$ cat src/rtl/fir_mac_sequencer.sv
// rtl/fir_mac_sequencer.sv - time-multiplexed 8-tap FIR multiply-accumulate sequencer
// Purpose: accepts one sample per handshake, walks the coefficient ROM over TAPS
//    cycles against an internal delay line, rounds/saturates, returns one sample.
// Ports:
//    clk, rst_n          clock, asynchronous active-low reset
//    in_valid/in_ready   input sample handshake, in_sample signed DATA_W
//    coef_addr/coef_rd   tap index to coefficient ROM, coef_data returned same cycle
//    out_valid/out_ready output sample handshake, out_sample signed DATA_W
//    busy                high whenever not idle
module fir_mac_sequencer #(
   parameter int DATA_W    = 16,
   parameter int COEF_W    = 21,
   parameter int COEF_FRAC = 20,
   parameter int TAPS      = 8,
   parameter int ACC_W     = 40
) (
   input  logic                     clk,
   input  logic                     rst_n,
   input  logic                     in_valid,
   output logic                     in_ready,
   input  logic signed [DATA_W-1:0] in_sample,
   output logic [2:0]               coef_addr,
   output logic                     coef_rd,
   input  logic signed [COEF_W-1:0] coef_data,
   output logic                     out_valid,
   input  logic                     out_ready,
   output logic signed [DATA_W-1:0] out_sample,
   output logic                     busy
);

   localparam int PROD_W = DATA_W + COEF_W;
   localparam logic signed [ACC_W-1:0] HALF    = ACC_W'(1) << (COEF_FRAC - 1);
   localparam logic signed [ACC_W-1:0] SAT_MAX = (ACC_W'(1) << (DATA_W - 1)) - ACC_W'(1);
   localparam logic signed [ACC_W-1:0] SAT_MIN = ~SAT_MAX;
   localparam logic [2:0]              LAST_TAP = 3'(TAPS - 1);

   typedef enum logic [1:0] {IDLE, MAC, ROUND, OUT} state_t;

   state_t                    state;
   state_t                    state_nxt;
   logic signed [DATA_W-1:0]  x [TAPS];
   logic signed [ACC_W-1:0]   acc;
   logic [2:0]                tap;
   logic signed [PROD_W-1:0]  prod;
   logic signed [ACC_W-1:0]   prod_ext;
   logic signed [ACC_W-1:0]   acc_rnd;
   logic signed [ACC_W-1:0]   r;
   logic signed [DATA_W-1:0]  sat_val;

   // Full-width signed product, sign-extended into the accumulator's guard bits.
   assign prod     = x[tap] * coef_data;
   assign prod_ext = {{(ACC_W - PROD_W){prod[PROD_W-1]}}, prod};

   // Round half up then arithmetic shift; clamp only here, never in acc.
   assign acc_rnd = acc + HALF;
   assign r       = acc_rnd >>> COEF_FRAC;

   always_comb begin
      sat_val = r[DATA_W-1:0];
      if (r > SAT_MAX)
         sat_val = SAT_MAX[DATA_W-1:0];
      else if (r < SAT_MIN)
         sat_val = SAT_MIN[DATA_W-1:0];
   end

   always_ff @(posedge clk or negedge rst_n) begin
      if (!rst_n)
         state <= IDLE;
      else
         state <= state_nxt;
   end

   always_comb begin
      state_nxt = state;
      in_ready  = 1'b0;
      coef_rd   = 1'b0;
      coef_addr = 3'd0;
      out_valid = 1'b0;
      busy      = 1'b1;
      case (state)
         IDLE: begin
            in_ready = 1'b1;
            busy     = 1'b0;
            if (in_valid)
               state_nxt = MAC;
         end
         MAC: begin
            coef_rd   = 1'b1;
            coef_addr = tap;
            if (tap == LAST_TAP)
               state_nxt = ROUND;
         end
         ROUND: state_nxt = OUT;
         OUT: begin
            out_valid = 1'b1;
            if (out_ready)
               state_nxt = IDLE;
         end
         default: state_nxt = IDLE;
      endcase
   end

   always_ff @(posedge clk or negedge rst_n) begin
      if (!rst_n) begin
         for (int k = 0; k < TAPS; k++)
            x[k] <= '0;
         acc        <= '0;
         tap        <= 3'd0;
         out_sample <= '0;
      end else begin
         case (state)
            IDLE: begin
               if (in_valid) begin
                  for (int k = TAPS - 1; k > 0; k--)
                     x[k] <= x[k-1];
                  x[0] <= in_sample;
                  acc  <= '0;
                  tap  <= 3'd0;
               end
            end
            MAC: begin
               acc <= acc + prod_ext;
               if (tap != LAST_TAP)
                  tap <= tap + 3'd1;
            end
            ROUND: out_sample <= sat_val;
            default: ;
         endcase
      end
   end

endmodule

$ cat config.mk
export PLATFORM = sky130hd
export DESIGN_NAME = fir_mac_sequencer
export DESIGN_NICKNAME = d
export VERILOG_FILES = /design/src/rtl/fir_mac_sequencer.sv
export SDC_FILE = /design/constraint.sdc
export NUM_CORES = 1
export LEC_CHECK = 0
export CAP_MARGIN = 20
export CORE_ASPECT_RATIO = 1.2
export CORE_MARGIN = 8
export CORE_UTILIZATION = 36
export DETAILED_ROUTE_END_ITERATION = 10
export HOLD_SLACK_MARGIN = 0.02
export PLACE_DENSITY = 0.62
export SKIP_CTS_REPAIR_TIMING = 1
export SLEW_MARGIN = 5
export SYNTH_ARGS = -nofsm -noshare
export SYNTH_HDL_FRONTEND = slang
export SYNTH_SLANG_ARGS = --single-unit
$ cat constraint.sdc
create_clock -name clk -period 8.48 [get_ports clk]
set_clock_uncertainty 0.1 [all_clocks]
set_input_delay 2.544 -clock clk [delete_from_list [all_inputs] [get_ports clk]]
set_output_delay 2.544 -clock clk [all_outputs]
set_load 0.01 [all_outputs]
Yosys cells after proc, flatten, opt, wreduce, memory -nomap -nowiden
Cells that the tools add are included.

Bits in registers: 189. Input bits: 41. Output and inout bits: 23.

$add $sub $neg: 3. Multiply operators: 1. Magnitude comparators: 3. Equality and inequality tests: 9. Mux-type cells: 19. Bitwise gates (word level): 1. Reduce and logical (&&, ||, !) cells: 6.

Operators by type and width (number): $pmux W40 S2 (1); $mux W16 (4); $bmux W16 S3 (1); $add A40 B21 Y40 const B (1); $add A40 B37 Y40 (1); $mux W40 (1); $mul A16 B21 Y37 (1); $gt A20 B16 Y1 const B (1); $lt A20 B16 Y1 const B (1); $mux W3 (3); $ne A2 B2 Y1 const B (4); $pmux W2 S4 (1); $mux W2 (3); $pmux W3 S2 (1); $reduce_and A3 Y1 (2); $eq A2 B2 Y1 const B (2); $ge A4 B4 Y1 const B (1); $mux W1 (4); $not A3 Y4 (1); $reduce_and A2 Y1 (2); $add A3 B1 Y3 const B (1); $eq A3 B3 Y1 const B (1); $ne A3 B3 Y1 const B (1); $eq A2 B1 Y1 const B (1); 2 further kinds (2).

Longest topological paths before layout
Gate-level depths: netlist of the first run.

Depth after elaboration: 7. Mapped depth: 29. Gate-level depth less buffers: 25.

Worst setup path after synthesis of the first run
No wires, ideal clock.

Kind: input to register. From: input coef_data[20]. To: register acc[38]. Setup time: 133 ps. Data arrival time: 8162 ps. Data required time: 8247 ps. Slack: 84 ps. Cell stages on the path: 20. Path buffers: 1. Cells stage by stage: clkbuf_1 > nand2_1 > fa_1 > inv_1 > fa_1 > fa_1 > fa_1 > fa_1 > inv_1 > fa_1 > inv_1 > ha_1 > a21o_1 > a221o_1 > a21o_1 > a311oi_2 > o211ai_1 > a31oi_1 > xor2_1 > o21ai_0.

Longest elaborated chain between the ends: 3.

RTL lines: from (decl) (RTL line 24) `input logic signed [COEF_W-1:0] coef_data,`; $mul A16 B21 Y37 (RTL line 51) `assign prod = x[tap] * coef_data;`; $add A40 B37 Y40 (RTL line 122) `acc <= acc + prod_ext;`; $pmux W40 S2 (RTL line 111) `case (state)`; to (signal assigned) (RTL line 122); to (decl) (RTL line 42) `logic signed [ACC_W-1:0] acc;`.

Every way passes these cells. A chain may end at the register's enable or synchronous reset.

Final worst setup path of the first run
From: input coef_data[2]. To: register acc[39].

The elaborated chain is that of the path after synthesis.

==> summary.md, run 1 <==
| Metric | Value |
|---|---|
| Critical Path AT | between 8 and 9 ns |
| Clock root cell | clkbuf_16 |
| Row cnt | 100 |
| Initial core utilization | a little over a third |
| Die footprint | around 70000 sq um |
| Total gr overflow | 0 |
| Fillers | 5816 |
| Least-Margin Pin Slew | approximately 0.98 ns |
| Yosys synthesis warning count | 0 |
| Antenna violations before repair | 0 |
| Crit path launch type | input port |
| H-tree Lvls | 4 |
| Yosys reg bits | between 150 and 200 |
| DRT Pass-1 Iters | 7 |
| Worst path max stage delay | roughly 0.54 ns |
| Placed cell area | 25100 sq um |
| CTS tree | built |
| Vias in the first global route | 17.0k |
| Routed wire length | about 52 mm |
| # DRC | 0 |
| Max Fanout on Critical Path | 7 |
| Worst path cell trace | clkdlybuf4s50_1 > buf_6 > buf_4 > nand2b_1 > fa_1 > fa_1 > inv_1 > fa_1 > fa_1 > fa_1 > inv_1 > fa_1 > inv_1 > ha_4 > or4_1 > o32a_4 > a211oi_4 > o31a_4 > o21ai_2 > or4_1 > nand3_1 |
| Worst-skew pair later-pin latency | approximately 0.45 ns |
| CP Capture Type | register |
| Relative slew slack | ~34% |
| Total GRT Usage | between 10% and 20% |
| Number of library cell types mapped by synthesis | a little under 60 |
| Area of the mapped netlist | ~22000 sq um |
| CP Buf/Inv Count | 6 |
| EDFF count, synth | 0 |
| Clk sinks | 189 |
| Crit path max-delay family | adder cells |
| Status | finished clean |
| Post-Synthesis Net Count | approximately 2.7k |
| Worst R2R Start | tap[0] |
| Final min period | between 8 and 9 ns |
| Sequential share of the synthesized area | a little over a fifth |
| Core ar. | between 60000 and 70000 sq um |
| WS Path Type | in2reg |
| Pin count of the biggest net entering global routing | about 130 |
| Top_reg_cell synth | dfrtp_1 |
| GPL Wtd Cong | 0.850 |
| Yosys top cell by area | fa_1 |
| Num CTS Buffers | 17 |
| First DRT Iteration DRCs | ~600 |
| Die width | approximately 240 um |
| Area grow syn2layout | 17.8% |
| Vias per cell | between 4 and 5 |
| Crit-path most repeated cell | fa_1 |
| Hold Crit Class | reg2reg |
| Top cell type's share of synthesized area | around a third |
| Dpl hpwl | 41.6 mm |
| Clk slew on worst S/H paths | 0.08 ns |
| FMAX | around 120 MHz |
| Setup Viol. Count Final | 0 |
| PortBufs | 63 |
| WP data required | about 9 ns |
| DRT antenna net count | 0 |
| Die Height | about 290 um |
| I/O pins | 64 |
| Critical Path Start | coef_data[2] |
| Routed wire per std cell | 16.6 um |
| Ys async rst share | 100% |
| Syn Inst Count | ~2.1k |
| Slowest cell on the critical path | fa_1 |
| Max-slew violation count | 0 |
| First-pass GRT wire length | just under 90 mm |
| Endpoints failing hold | 0 |
| N_diodes | 0 |
| Final net count | approximately 2.8k |
| Final Cycle Share | between 90% and 100% |
| Sum Neg Setup Slack | 0 ns |
| Final instance area | roughly 26000 sq um |
| Commonest non-fill, non-tap cells in the layout | inv_1, fa_1, nand2_1 |
| Via count | 15.2k |
| Top cells by area in the synthesized netlist | fa_1, dfrtp_1, inv_1 |
| Max cap viols | 0 |
| Commonest non-fill, non-tap cell in the layout | inv_1 |
| Clock Path Buffers | 2 |
| Share of cells above drive strength 1 | around a fifth |
| Hold Crit Start | acc[15] |
| Syn avg cell area | ~10 sq um |
==> cell usage after synthesis, types with 15 or more instances <==
cell and number:
o21ai_0 53, nor2b_1 59, mux2_2 141, nand2_1 231
and2_1 86, dfrtp_1 189, inv_1 435, nor2_1 54
fa_1 385, clkbuf_1 86, xor2_1 22, a21o_1 16
xnor2_1 34, nand3_1 15, mux4_2 32, ha_1 121
a21oi_1 38
==> area by class of cell <==
| type | count | area (sq um) | share of cell area, % |
|---|---|---|---|
| clock buffer | 17 | 425 | 1.62 |
| clock inverter | 15 | 195 | 0.742 |
| inverter | 435 | 1630 | 6.20 |
| multi-input combinational | 1410 | 16000 | 60.7 |
| sequential | 189 | 4730 | 18.0 |
| tap | 816 | 1020 | 3.88 |
| timing repair buffer | 244 | 2340 | 8.88 |
==> worst min-delay path, cell delays in order (launching register included) <==
cell and delay, ns:
dfrtp_1 0.35, nand2_1 0.05, o21ai_0 0.06
==> sequential cells by signal, summed over array words and instances, names as in the netlist <==
signal      cells
out_sample     16
tap             3
x             128
state           2
acc            40
==> path summary, 6_finish.rpt <==
kind / end / slack [ns] / cells past startpoint
setup / recovery: acc[39] / 0.12 / 21
hold / removal: acc[15] / 0.39 / 2
setup reg to reg: acc[39] / 0.69 / 24
hold reg to reg: acc[15] / 0.39 / 2
max in group asynchronous: acc[26] / 4.81 / 3
min in group asynchronous: x[84] / 1.84 / 1
==> routing by layer <==
| metal | vias up | global-route usage (%) | share of wire [%] |
|---|---|---|---|
| li1 | 6931 | - | - |
| met1 | 7944 | 19.4 | 43 |
| met2 | 217 | 27.1 | 52 |
| met3 | 66 | 1.67 | 2.8 |
| met4 | 0 | 3.81 | 1.9 |
| met5 | - | 0 | 0 |
==> through the flow <==
stage	hold slack [ns]	util, %	cells	worst slack [ns]
after floorplan	0.350	-	2129	0.0842
after global placement	0.371	40.7	3077	-0.645
after detailed placement	0.377	40.7	3077	-0.575
after CTS	0.394	41.7	3109	-0.165
after global routing	0.415	42.7	3126	-0.00861
final	0.393	42.7	3126	0.123
==> logic make-up after synthesis <==
group                      share of synthesized area [%]
AOI/OAI and AO/OA                                   5.46
xor gates and xnor gates                            2.19
adders and majority gates                           41.3
buffers and inverters                               8.94
DFF                                                 21.2
muxes                                               10.6
and+or+nand+nor                                     10.4
Power of run 1 is not shown: default switching activity piles up to over one toggle a cycle in this logic, so the estimate is an artifact.
==> inputs of run 2 (changes only) <==
--- a/config.mk
+++ b/config.mk
@@ -6,12 +6,12 @@
 export NUM_CORES = 1
 export LEC_CHECK = 0
 export CAP_MARGIN = 20
-export CORE_ASPECT_RATIO = 1.2
 export CORE_MARGIN = 8
 export CORE_UTILIZATION = 36
 export DETAILED_ROUTE_END_ITERATION = 10
+export DONT_BUFFER_PORTS = 1
 export HOLD_SLACK_MARGIN = 0.02
-export PLACE_DENSITY = 0.62
+export PLACE_DENSITY = 0.61
 export SKIP_CTS_REPAIR_TIMING = 1
 export SLEW_MARGIN = 5
 export SYNTH_ARGS = -nofsm -noshare
==> run 2 against run 1 <==
Net effect: register-to-register slack lost 0.13 ns; final cell count shrank 6.1%; critical path type unchanged; sequential share of layout area grew 1.8 points; via count shrank 4.5%.
==> summary.md, run 2 (synthesized netlist as in run 1, its figures left out) <==
| Metric | Value |
|---|---|
| First DRT Iteration DRCs | 912 (+53%) |
| CTS tree | built |
| PortBufs | 0 (-100%) |
| Sum Neg Setup Slack | 0 ns (unchanged) |
| Die footprint | 70300 sq um (about the same) |
| FMAX | 123 MHz (+2.5%) |
| I/O pins | 64 (unchanged) |
| Routed wire per std cell | 17.2 um (+4.1%) |
| Relative slew slack | 28.6% (-5.8 points) |
| Initial core utilization | 36.3% (+0.051 points) |
| Hold Crit Class | reg2reg |
| Clock root cell | clkbuf_16 |
| Clk sinks | 189 (unchanged) |
| Max Fanout on Critical Path | 16 (+9) |
| RSZ-0062 raised after global routing | false |
| Num CTS Buffers | 17 (unchanged) |
| Commonest non-fill, non-tap cell in the layout | inv_1 |
| Fillers | 5992 (+3.0%) |
| Top Registers | x (128), acc (40), out_sample (16) |
| GPL Wtd Cong | 0.877 (+3.2%) |
| Clk slew on worst S/H paths | 0.08 ns (about the same) |
| Status | finished clean |
| Vias per cell | 4.93 (+1.7%) |
| H-tree Lvls | 4 (unchanged) |
| Total GRT Usage | 15.1% (-0.073 points) |
| WP data required | 8.69 ns (-0.07 ns) |
| Max-slew violation count | 0 (unchanged) |
| DRT Pass-1 Iters | 5 (-2) |
| Core ar. | 61600 sq um (-0.14%) |
| Final net count | 2631 (-7.5%) |
| Final Cycle Share | 96.2% (-2.4 points) |
| Routed wire length | 50.6 mm (-2.3%) |
| Max reg flops | 128 (unchanged) |
| Endpoints failing hold | 0 (unchanged) |
| WS Path Type | in2reg |
| Critical Path AT | 8.37 ns (-0.27 ns) |
| Dpl hpwl | 39.9 mm (-4.3%) |
| DRT antenna net count | 0 (unchanged) |
| First-pass GRT wire length | 86.3 mm (-1.3%) |
| Final min period | 8.15 ns (-0.203 ns) |
| Least-Margin Pin Slew | 1.07 ns (+0.0870 ns) |
| Die width | 265 um (+8.9%) |
| Commonest non-fill, non-tap cells in the layout | inv_1, fa_1, nand2_1 |
| Vias in the first global route | 16.1k (-5.5%) |
| # DRC | 0 (unchanged) |
| Antenna violations before repair | 3 (+3) |
| Die Height | 265 um (-8.2%) |
| Largest Register | x |
| Via count | 14.5k (-4.5%) |
| Max cap viols | 0 (unchanged) |
| Share of cells above drive strength 1 | 12.2% (-8.2 points) |
| CP Capture Type | register |
| Clock Path Buffers | 2 (unchanged) |
| Row cnt | 91 (-9.0%) |
| Setup Viol. Count Final | 0 (unchanged) |
| Pin count of the biggest net entering global routing | 190 (+47%) |
| Crit path launch type | input port |
| Worst-skew pair later-pin latency | 0.45 ns (about the same) |
| Area grow syn2layout | 7.01% |
| Total gr overflow | 0 (unchanged) |
-- run 2: cell count changes in the layout (fill, tap and decap cells not counted), moves of 11 or more --
cell | previous run | this run
buf_12 | 17 | 1
buf_4 | 148 | 30
buf_6 | 13 | 0
clkdlybuf4s50_1 | 44 | 0
dlymetal6s2s_1 | 17 | 0
fa_1 | 372 | 385
fa_2 | 13 | 0
ha_1 | 108 | 121
ha_4 | 11 | 0
-- run 2: worst paths after layout --
| path | cells past startpoint | slack (ns) | endpoint | start |
|---|---|---|---|---|
| max | 23 | 0.33 | acc[38] | coef_data[7] |
| min | 2 | 0.40 | acc[13] | acc[13] |
| max reg2reg | 26 | 0.56 | acc[38] | tap[0] |
| min reg2reg | 2 | 0.40 | acc[13] | acc[13] |
| max in group asynchronous | 0 | 6.23 | acc[36] | rst_n |
| min in group asynchronous | 0 | 1.69 | x[113] | rst_n |
-- run 2: worst max-delay path, stage by stage --
cell	delay [ns]
and2_1	0.14
fa_1	0.54
inv_1	0.05
fa_1	0.47
fa_1	0.51
fa_1	0.57
inv_1	0.06
fa_1	0.49
inv_1	0.06
fa_1	0.48
inv_1	0.04
ha_1	0.31
a21oi_1	0.16
o21ai_0	0.17
a211oi_1	0.38
a21oi_1	0.12
buf_4	0.17
a311oi_2	0.30
buf_4	0.20
o211ai_1	0.10
a31oi_1	0.24
xor2_1	0.16
o21ai_0	0.09
-- run 2: metal layers --
layer  GRT usage, %  wire length, um
met3           3.15             2780
met1           20.7            23000
met4           3.46              817
met2           24.5            24000
met5              0               23
-- run 2: final cells by class --
| cell class | count | area [sq um] | area share (%) |
|---|---|---|---|
| Multi-Input combinational cell | 1410 | 15700 | 65.5 |
| Sequential cell | 189 | 4730 | 19.8 |
| Inverter | 435 | 1630 | 6.83 |
| Tap cell | 837 | 1050 | 4.38 |
| Clock buffer | 18 | 429 | 1.79 |
| Timing Repair Buffer | 31 | 245 | 1.03 |
| Clock inverter | 14 | 173 | 0.722 |
| Antenna cell | 1 | 2.50 | 0.0105 |
-- run 2: through the flow --
| step | area, sq um | setup slack, ns | hold slack, ns | instances | util, % |
|---|---|---|---|---|---|
| global route | 23900 | 0.0979 | 0.425 | 2934 | 38.8 |
| floorplan | 22300 | 0.0842 | 0.350 | 2129 | - |
| finish | 23900 | 0.325 | 0.401 | 2935 | 38.8 |
| CTS | 23900 | 0.378 | 0.403 | 2934 | 38.8 |
| global placement | 23300 | 0.0186 | 0.374 | 2902 | 37.8 |
| detailed placement | 23300 | -0.0344 | 0.381 | 2902 | 37.8 |
Power of run 2 is left out for the same reason.
